[config.mk]
export PLATFORM = sky130hd
export DESIGN_NAME = cbadc_modulator_fxp
export DESIGN_NICKNAME = d
export VERILOG_FILES = /design/src/rtl/cbadc_modulator_fxp.sv
export SDC_FILE = /design/constraint.sdc
export NUM_CORES = 1
export LEC_CHECK = 0
export CORE_MARGIN = 2
export CORE_UTILIZATION = 59
export CTS_CLUSTER_DIAMETER = 120
export DETAILED_ROUTE_END_ITERATION = 6
export MAX_ROUTING_LAYER = met4
export PLACE_DENSITY = 0.77
export SLEW_MARGIN = 20
export SYNTH_ARGS = -nofsm -noshare
export SYNTH_HDL_FRONTEND = slang
export SYNTH_SLANG_ARGS = --single-unit
[constraint.sdc]
create_clock -name clk -period 4 [get_ports clk]
set_clock_uncertainty 0.15 [all_clocks]
set_input_delay 0.8 -clock clk [delete_from_list [all_inputs] [get_ports clk]]
set_output_delay 0.8 -clock clk [all_outputs]
set_load 0.02 [all_outputs]
[src/rtl/cbadc_modulator_fxp.sv]
`timescale 1ns/1ps
`default_nettype none
// ============================================================================
// Module   : cbadc_modulator_fxp
// Purpose  : Fixed-point chain-of-integrators control-bounded ADC modulator
//            with an input hold stage and saturating integrator states.
// Revision : 1.0
// ============================================================================
module cbadc_modulator_fxp #(
  parameter int M         = 4,
  parameter int DSR       = 6,
  parameter int GainShift = 2,
  parameter int n_int     = 3,
  parameter int n_mant    = 14
) (
  input  logic         clk,
  input  logic         rst,
  input  logic [11:0]  in,
  input  logic         in_valid,
  output logic         in_ready,
  output logic [M-1:0] out,
  output logic         valid,
  output logic         ovf
);

  localparam int c_sw = n_int + n_mant + 1;
  localparam int c_ww = c_sw + 2;
  localparam int c_cw = (DSR > 1) ? $clog2(DSR) : 1;
  localparam logic [c_cw-1:0]        c_cnt_last = c_cw'(DSR - 1);
  localparam logic signed [c_ww-1:0] c_kappa    = c_ww'(2 ** (n_mant - GainShift));
  localparam logic signed [c_ww-1:0] c_sat_max  = c_ww'(2 ** (c_sw - 1) - 1);
  localparam logic signed [c_ww-1:0] c_sat_min  = ~c_sat_max;

  logic                   r_accepted;
  logic                   r_starved;
  logic [c_cw-1:0]        r_cnt;
  logic [11:0]            r_hold;
  logic signed [c_sw-1:0] r_x [M];

  logic                   w_transfer;
  logic signed [11:0]     w_u12;
  logic signed [c_sw-1:0] w_u;
  logic signed [c_sw-1:0] w_next [M];
  logic [M-1:0]           w_s;
  logic [M-1:0]           w_clamp;

  // Starved: reload slot passed without a sample, keep offering ready.
  assign in_ready   = !r_accepted || r_starved || (r_cnt == c_cnt_last);
  assign w_transfer = in_valid && in_ready;

  // Offset binary -> signed Q0.11, left-aligned into the state format.
  assign w_u12 = {~r_hold[11], r_hold[10:0]};
  assign w_u   = c_sw'(w_u12) <<< (n_mant - 11);

  always_comb begin
    w_s = '0;
    for (int k = 0; k < M; k++) begin
      w_s[k] = ~r_x[k][c_sw-1];
    end
  end

  for (genvar k = 0; k < M; k++) begin : g_stage
    logic signed [c_sw-1:0] w_v;
    logic signed [c_ww-1:0] w_sum;
    logic                   w_hi;
    logic                   w_lo;

    if (k == 0) begin : g_first
      assign w_v = w_u;
    end else begin : g_chain
      assign w_v = r_x[k-1];
    end

    assign w_sum = c_ww'(r_x[k]) + c_ww'(w_v >>> GainShift)
                 + (w_s[k] ? -c_kappa : c_kappa);
    assign w_hi  = (w_sum > c_sat_max);
    assign w_lo  = (w_sum < c_sat_min);
    assign w_next[k]  = w_hi ? c_sat_max[c_sw-1:0] :
                        w_lo ? c_sat_min[c_sw-1:0] : w_sum[c_sw-1:0];
    assign w_clamp[k] = w_hi || w_lo;
  end

  always_ff @(posedge clk or negedge rst) begin
    if (!rst) begin
      r_accepted <= 1'b0;
      r_starved  <= 1'b0;
      r_cnt      <= '0;
      r_hold     <= 12'h800;
      out        <= '0;
      valid      <= 1'b0;
      ovf        <= 1'b0;
      for (int k = 0; k < M; k++) begin
        r_x[k] <= '0;
      end
    end else begin
      out   <= w_s;
      valid <= valid || r_accepted;
      if (w_transfer) begin
        r_hold     <= in;
        r_accepted <= 1'b1;
        r_starved  <= 1'b0;
        r_cnt      <= '0;
      end else if (r_accepted) begin
        r_cnt <= (r_cnt == c_cnt_last) ? '0 : r_cnt + 1'b1;
        if (in_ready) begin
          r_starved <= 1'b1;
        end
      end
      if (r_accepted) begin
        for (int k = 0; k < M; k++) begin
          r_x[k] <= w_next[k];
        end
        ovf <= ovf || (|w_clamp);
      end
    end
  end

endmodule
`default_nettype wire

# After elaboration in Yosys (flattened, before gate mapping)
# Index checks and enable logic that the tools add are counted.
# W data, S select, Z words.
[op_classes] add_sub_neg=9 magnitude_cmp=8 n_div=0 reduce_logical=14 shifts=0 n_mul=0 n_bitwise=5 mux=18 n_eq_ne=1
[ops] operator="$mux W18" count=8
[ops] operator="$add A19 B20 Y20" count=4
[ops] operator="$gt A20 B18 Y1 const B" count=4
[ops] operator="$lt A20 B18 Y1 const B" count=4
[ops] operator="$mux W20" count=4
[ops] operator="$add A18 B16 Y19" count=3
[ops] operator="$add A18 B13 Y19" count=1
[ops] operator="$mux W3" count=3
[ops] operator="$logic_or A1 B1 Y1" count=8
[ops] operator="$not A1 Y1" count=5
[ops] operator="$reduce_bool A2 Y1" count=2
[ops] operator="$reduce_or A4 Y1" count=1
[ops] operator="$add A3 B1 Y3 const B" count=1
[ops] operator="$eq A3 B3 Y1 const B" count=1
[ops] operator="$mux W1" count=3
[ops] operator="$reduce_and A2 Y1" count=1
[ops] operator="$logic_and A1 B1 Y1" count=1
[ops] operator="$logic_not A1 Y1" count=1
[word_totals] latch_bits=0 output_inout_bits=7 regBits=95 rom_bits=0 word_cells=66 n_memories=0 input_bits=15 ram_bits=0

# Longest topological paths before layout
# Gate-level depths: netlist (run 1).
[logic_depth] word_depth=7 mapped_depth=14 depth_no_buf=12

# Worst setup path before layout (run 1)
# OpenSTA, ideal clock, no wires.
[synth_timing] path_kind="flip-flop to flip-flop" start="reg r_x (netlist bit g_stage[2].w_v[17])" end="reg r_x (netlist bit g_stage[3].w_v[15])" period_less_slack_ns=3.435 stages_incl_launch_ff=14 arrival_ns=3.146 t_required_ns=3.712 setup_ns=0.138 path_slack_ns=0.565 path_buffers=1 cell_sequence="dfrtp_1 > inv_1 > fa_1 > inv_1 > ha_1 > inv_1 > nor2_1 > nand3_1 > or3_1 > a21boi_2 > o211ai_2 > a21oi_2 > buf_2 > a22oi_1"
[synth_via] elab_chain_cells=5 word_cells_on_any_way=6 cone_classes="add/sub (2); order compare (2); mux (2)"
[synth_rtl] element="start, declared" line_no="38" text="logic signed [c_sw-1:0] r_x [M];"
[synth_rtl] element="start signal, assigned by index" line_no="111" text="r_x[k] <= w_next[k];"
[synth_rtl] element="$add A18 B16 Y19 *" line_no="74" text="assign w_sum = c_ww'(r_x[k]) + c_ww'(w_v >>> GainShift)"
[synth_rtl] element="$add A19 B20 Y20 *" line_no="75" text="+ (w_s[k] ? -c_kappa : c_kappa);"
[synth_rtl] element="$lt A20 B18 Y1" line_no="77" text="assign w_lo = (w_sum < c_sat_min);"
[synth_rtl] element="$mux W18" line_no="79" text="w_lo ? c_sat_min[c_sw-1:0] : w_sum[c_sw-1:0];"
[synth_rtl] element="$mux W18 *" line_no="78" text="assign w_next[k] = w_hi ? c_sat_max[c_sw-1:0] :"
# Mark *: on every way between the ends. The rest lies on a longest branch, timed or not.
# A chain may end at the register's enable or synchronous reset.

# Worst setup path after layout (run 1)
[layout_timing] start="reg r_x (netlist bit g_stage[3].w_v[3])" end="reg r_x[13] (netlist name)"
# The elaborated chain is that of the path after synthesis.

==> results_dict.tcl, run 1 <==
set metrics [dict create \
    synth_seq_cells 94 \
    worstPathMaxFanout 12 \
    antenna_left 0 \
    path_buf_inv 1 \
    hold_buffers 0 \
    vias_per_cell 6.16 \
    cts.sinks 94 \
    place_hpwl_um 14400 \
    diodes 0 \
    fin_setup_tns_ps 0 \
    antenna_found_initial 0 \
    drt_iter0_drc 482 \
    crit_top_cell "ha_1" \
    cts.path.max_buffers 2 \
    cp-start-kind "flop" \
    syn_nets 1137 \
    grt_pass1_wl_um 33500 \
    critPathMaxStageDelay_ps 460 \
    finalCritPeriodShare_pct 95.4 \
    grt_overflow 0 \
    drive_gt1_share_pct 8.85 \
    cp.required_ps 4050 \
    worst_pin_slew_ps 829 \
    die_w_um 126 \
    grt_max_degree 72 \
    dpl.cell_count 1161 \
    final_cells 1178 \
    ff2ff_setup_slack_ps 180 \
    vias 7259 \
    area_growth_pct 8.72 \
    gp_congestion 0.903 \
    clk_latency_ps 360 \
    slew_violations 0 \
    initial_utilization_pct 60.2 \
    grt_use_total_pct 26.4 \
    ys_seq_area_share_pct 26.9 \
    ff2ff_path_depth 12 \
    cpMaxStageDelayCell "a211oi_1" \
    slew_headroom_pct 44.7 \
    crit_family "compound AO/OA/AOI/OAI gates" \
    rows 44 \
    nets 1151 \
    min_period_ps 3820 \
    layout_common_cells "ha_1, a21oi_1, dfrtp_1" \
    dpl_cell_area_um2 9150 \
    worstPathCellList "ha_1, ha_1, fa_1, a21oi_1, o21bai_1, nor4b_2, nor3_2, o22ai_2, xor2_1, a211oi_1, buf_4, a221oi_1" \
    drtPass1Iterations 5 \
    async_reset_ff_share_pct 100 \
    status "finished clean" \
    netlist_instances 975 \
    mostFrequentLayoutCell "ha_1" \
    drt_wl_total_um 19100 \
    synth_warnings 0 \
    cp-end-kind "flop" \
    cts_root_buffer "clkbuf_16" \
    stdcell_area_um2 9510 \
    fmax_mhz 262 \
    cts_tree "done" \
    r2r-start "g_stage[3].w_v[3]" \
    die_h_um 126 \
    netlist-cell-type-count 84 \
    syn_area_per_cell_um2 8.97 \
    setup_viol 0 \
    cts_htree_levels 3 \
    cts_made_buffers 9 \
    io_buffers 21 \
    cap_violations 0 \
    synth_flop_cell "dfrtp_1" \
    r2r_end "r_x[13]" \
    worstSetupPathType "flop to flop" \
    syn_area_um2 8750 \
    rsz0062_at_grt "false" \
    finalHoldViolations 0 \
    arrival_ps 3870 \
    grt_pass1_vias 7180 \
    synth_edf_count 0 \
    route.detailed.drc 0 \
    clkTransAtPathRegs_ps 70 \
    hp-class "primary input to async pin" \
    coreArea_um2 14500 \
    boundaryPins 22 \
    fp.dieArea_um2 15800 \
    wl_per_cell_um 16.2 \
]
stage by stage:
stage	hold slack, ps	setup WS [ps]	util, %
finish	237	183	65.5
global route	283	0.586	65.5
CTS	259	72.4	65.2
detailed placement	304	114	63.0
global placement	306	159	63.0
floorplan	302	565	-
flip-flops by register name, summed over array words and instances (netlist names):
signal,count
r_hold,12
r_starved,1
r_cnt,3
ovf,1
valid,1
r_x,18
r_accepted,1
out,4
g_stage.w_v,53
Yosys cell counts, types with 7 or more instances:
cell type / count / area share (%)
a211o_1: 8 / 0.80
dfrtp_1: 93 / 27
inv_1: 78 / 3.3
o21ai_1: 10 / 0.57
a22oi_1: 9 / 0.77
nor3_1: 7 / 0.40
xor2_1: 25 / 2.5
a21oi_1: 98 / 5.6
o31ai_1: 7 / 0.60
xnor2_1: 30 / 3.0
and3_1: 8 / 0.57
o21ai_0: 38 / 2.2
nand2_1: 79 / 3.4
fa_1: 20 / 4.6
a31oi_1: 13 / 0.93
nand3_1: 18 / 1.0
or3_1: 7 / 0.50
a31oi_2: 9 / 1.3
ha_1: 127 / 18
o211ai_1: 11 / 0.94
clkbuf_1: 26 / 1.1
o21a_1: 10 / 0.86
a211oi_1: 17 / 1.5
nor2_1: 70 / 3.0
a21o_1: 29 / 2.5
o21bai_1: 12 / 1.0
layout make-up:
type / instances / area, µm²
Clock inverter: 6 / 95.1
Timing Repair Buffer: 40 / 350
Fill cell: 1246 / 5020
Clock buffer: 10 / 229
Sequential cell: 94 / 2350
Inverter: 78 / 293
Multi-Input combinational cell: 766 / 5960
Tap cell: 184 / 230
repair_timing:
action                                  CTS  global route
endpoints found under the setup margin    0            47
setup buffers                             0             1
gates resized for setup                   0             5
layer usage:
metal | track usage, % | routed length [µm] | vias to the layer above
li1 | - | - | 3580
met1 | 35.1 | 9060 | 3511
met2 | 42.5 | 9000 | 138
met3 | 2.80 | 642 | 30
met4 | 8.73 | 380 | 0
met5 | - | 0 | -
how the worst max path moves through the flow:
stage,startpoint,slack [ps],cells after the start,to
6_report,g_stage[3].w_v[3],180,12,r_x[13]
3_3_place_gp,g_stage[1].w_v[17],160,12,g_stage[2].w_v[2]
2_1_floorplan,g_stage[2].w_v[17],570,13,g_stage[3].w_v[15]
5_1_grt,r_x[1],0.6,12,r_x[13]
4_1_cts,g_stage[3].w_v[3],70,11,r_x[13]
3_5_place_dp,g_stage[1].w_v[17],110,12,g_stage[2].w_v[1]
worst register-to-register path, cell delays in order, from the launching register on:
cell and delay (ps):
dfrtp_1 400, ha_1 290, ha_1 230, fa_1 410, a21oi_1 220, o21bai_1 150, nor4b_2 350, nor3_2 120
o22ai_2 260, xor2_1 220, a211oi_1 460, buf_4 310, a221oi_1 80
cells by family (layout without fill, tap and decap cells):
group	Yosys count	in the layout	synth area share, %
compound gates	331	331	26.7
mux	1	1	0.114
fa+ha+maj	147	147	22.7
flops	94	94	26.9
xor+xnor	55	55	5.51
buf+inv	115	134	5.32
simple gates	232	232	12.7
Power of run 1 is not shown: default switching activity piles up to over one toggle a cycle in this logic, so the estimate is an artifact.
==> run 2, diff against run 1 <==
--- a/config.mk
+++ b/config.mk
@@ -7,6 +7,7 @@
 export LEC_CHECK = 0
 export CORE_MARGIN = 2
 export CORE_UTILIZATION = 59
+export CTS_BUF_LIST = sky130_fd_sc_hd__clkbuf_8
 export CTS_CLUSTER_DIAMETER = 120
 export DETAILED_ROUTE_END_ITERATION = 6
 export MAX_ROUTING_LAYER = met4
==> results_dict.tcl, run 2 (synthesis results as in run 1) <==
set metrics [dict create \
    initial_utilization_pct 60.2 \
    grt_overflow 0 \
    grt_pass1_vias 7107 \
    cp.required_ps 4180 \
    rows 44 \
    status "finished clean" \
    slew_headroom_pct 46.4 \
    drt_iter0_drc 469 \
    arrival_ps 3930 \
    grt_pass1_wl_um 33400 \
    nets 1152 \
    place_hpwl_um 14400 \
    fp.dieArea_um2 15800 \
    cts_tree "done" \
    fin_setup_tns_ps 0 \
    setup_viol 0 \
    gp_congestion 0.903 \
    area_growth_pct 7.79 \
    clkTransAtPathRegs_ps 100 \
    rsz0062_at_grt "false" \
    fmax_mhz 267 \
    clk_latency_ps 400 \
    stdcell_area_um2 9430 \
    min_period_ps 3750 \
    finalHoldViolations 0 \
    route.detailed.drc 0 \
    die_h_um 126 \
    final_cells 1179 \
    mostFrequentLayoutCell "ha_1" \
    worst_pin_slew_ps 804 \
    antenna_left 0 \
    post-route-util_pct 64.9 \
    dpl_cell_area_um2 9150 \
    worstSetupPathType "flop to flop" \
    diodes 0 \
    io_buffers 21 \
    antenna_found_initial 0 \
    cts_root_buffer "clkbuf_8" \
    die_w_um 126 \
    cts.sinks 94 \
    cap_violations 0 \
    grt_max_degree 72 \
    cts_made_buffers 9 \
    slew_violations 0 \
    layout_common_cells "ha_1, a21oi_1, dfrtp_1" \
    coreArea_um2 14500 \
    cp-start-kind "flop" \
    drive_gt1_share_pct 8.94 \
    dpl.cell_count 1161 \
    finalCritPeriodShare_pct 93.8 \
    largest_reg_flops 53 \
    worstPathMaxFanout 10 \
    boundaryPins 22 \
    vias 7241 \
    cts_htree_levels 3 \
    vias_per_cell 6.14 \
    cp-end-kind "flop" \
    hp-class "primary input to async pin" \
    drtPass1Iterations 5 \
    grt_use_total_pct 26.2 \
    wl_per_cell_um 16.1 \
    drt_wl_total_um 19000 \
    cts.path.max_buffers 2 \
]
run 2: cell types whose count changed in the layout (fill, tap and decap cells not counted), sizes merged:
cell / change
clkbuf: -1
buf: +1
inv: +1
run 2: layout make-up:
| cell class | count | area [µm²] |
|---|---|---|
| Fill cell | 1267 | 5100 |
| Inverter | 78 | 293 |
| Clock buffer | 9 | 124 |
| Clock inverter | 7 | 98.8 |
| Tap cell | 184 | 230 |
| Sequential cell | 94 | 2350 |
| Multi-Input combinational cell | 766 | 5960 |
| Timing Repair Buffer | 41 | 370 |
run 2: through the flow:
| step | worst slack (ps) | hold WS (ps) |
|---|---|---|
| after floorplan | 565 | 302 |
| after global placement | 159 | 306 |
| after detailed placement | 114 | 304 |
| after CTS | 74.8 | 210 |
| after global routing | 7.56 | 235 |
| final | 249 | 195 |
run 2: layer usage:
layer	share of wire (%)	GRT usage, %	routed length, µm
met1	48	35.1	9090
met2	48	42.5	9030
met3	3.1	2.76	583
met4	1.5	7.82	282
met5	0	-	0
run 2: critical path, stage by stage (launching register included):
cell and delay [ps]:
dfrtp_1 470, inv_1 330, fa_1 500, ha_1 380
nand2_1 120, nor2_1 190, a21oi_4 110, nor4b_2 190
o41ai_4 620, nand2_2 350, a31oi_2 260
run 2: what timing repair did:
action,4_1_cts,5_1_grt
resized for setup,0,5
hold buffers,0,0
setup endpoints to repair,0,47
setup buffers,0,2
run 2: worst paths after layout:
kind / from / endpoint / slack (ps) / cells past startpoint
setup / recovery: g_stage[1].w_v[17] / g_stage[1].w_v[11] / 250 / 10
hold / removal: rst / out[0] / 190 / 1
setup reg to reg: g_stage[1].w_v[17] / g_stage[1].w_v[11] / 250 / 10
max in group asynchronous: rst / r_hold[11] / 2650 / 2
hold reg to reg: valid / valid / 320 / 1
min in group clk: valid / valid / 320 / 1
Power of run 2 is left out for the same reason.
==> run 3, diff against run 2 <==
--- a/config.mk
+++ b/config.mk
@@ -12,7 +12,6 @@
 export DETAILED_ROUTE_END_ITERATION = 6
 export MAX_ROUTING_LAYER = met4
 export PLACE_DENSITY = 0.77
-export SLEW_MARGIN = 20
 export SYNTH_ARGS = -nofsm -noshare
 export SYNTH_HDL_FRONTEND = slang
 export SYNTH_SLANG_ARGS = --single-unit
==> results of run 3 <==
The final DEF is identical to that of run 2; final timing and power are the same.
Power of run 3 is left out for the same reason.
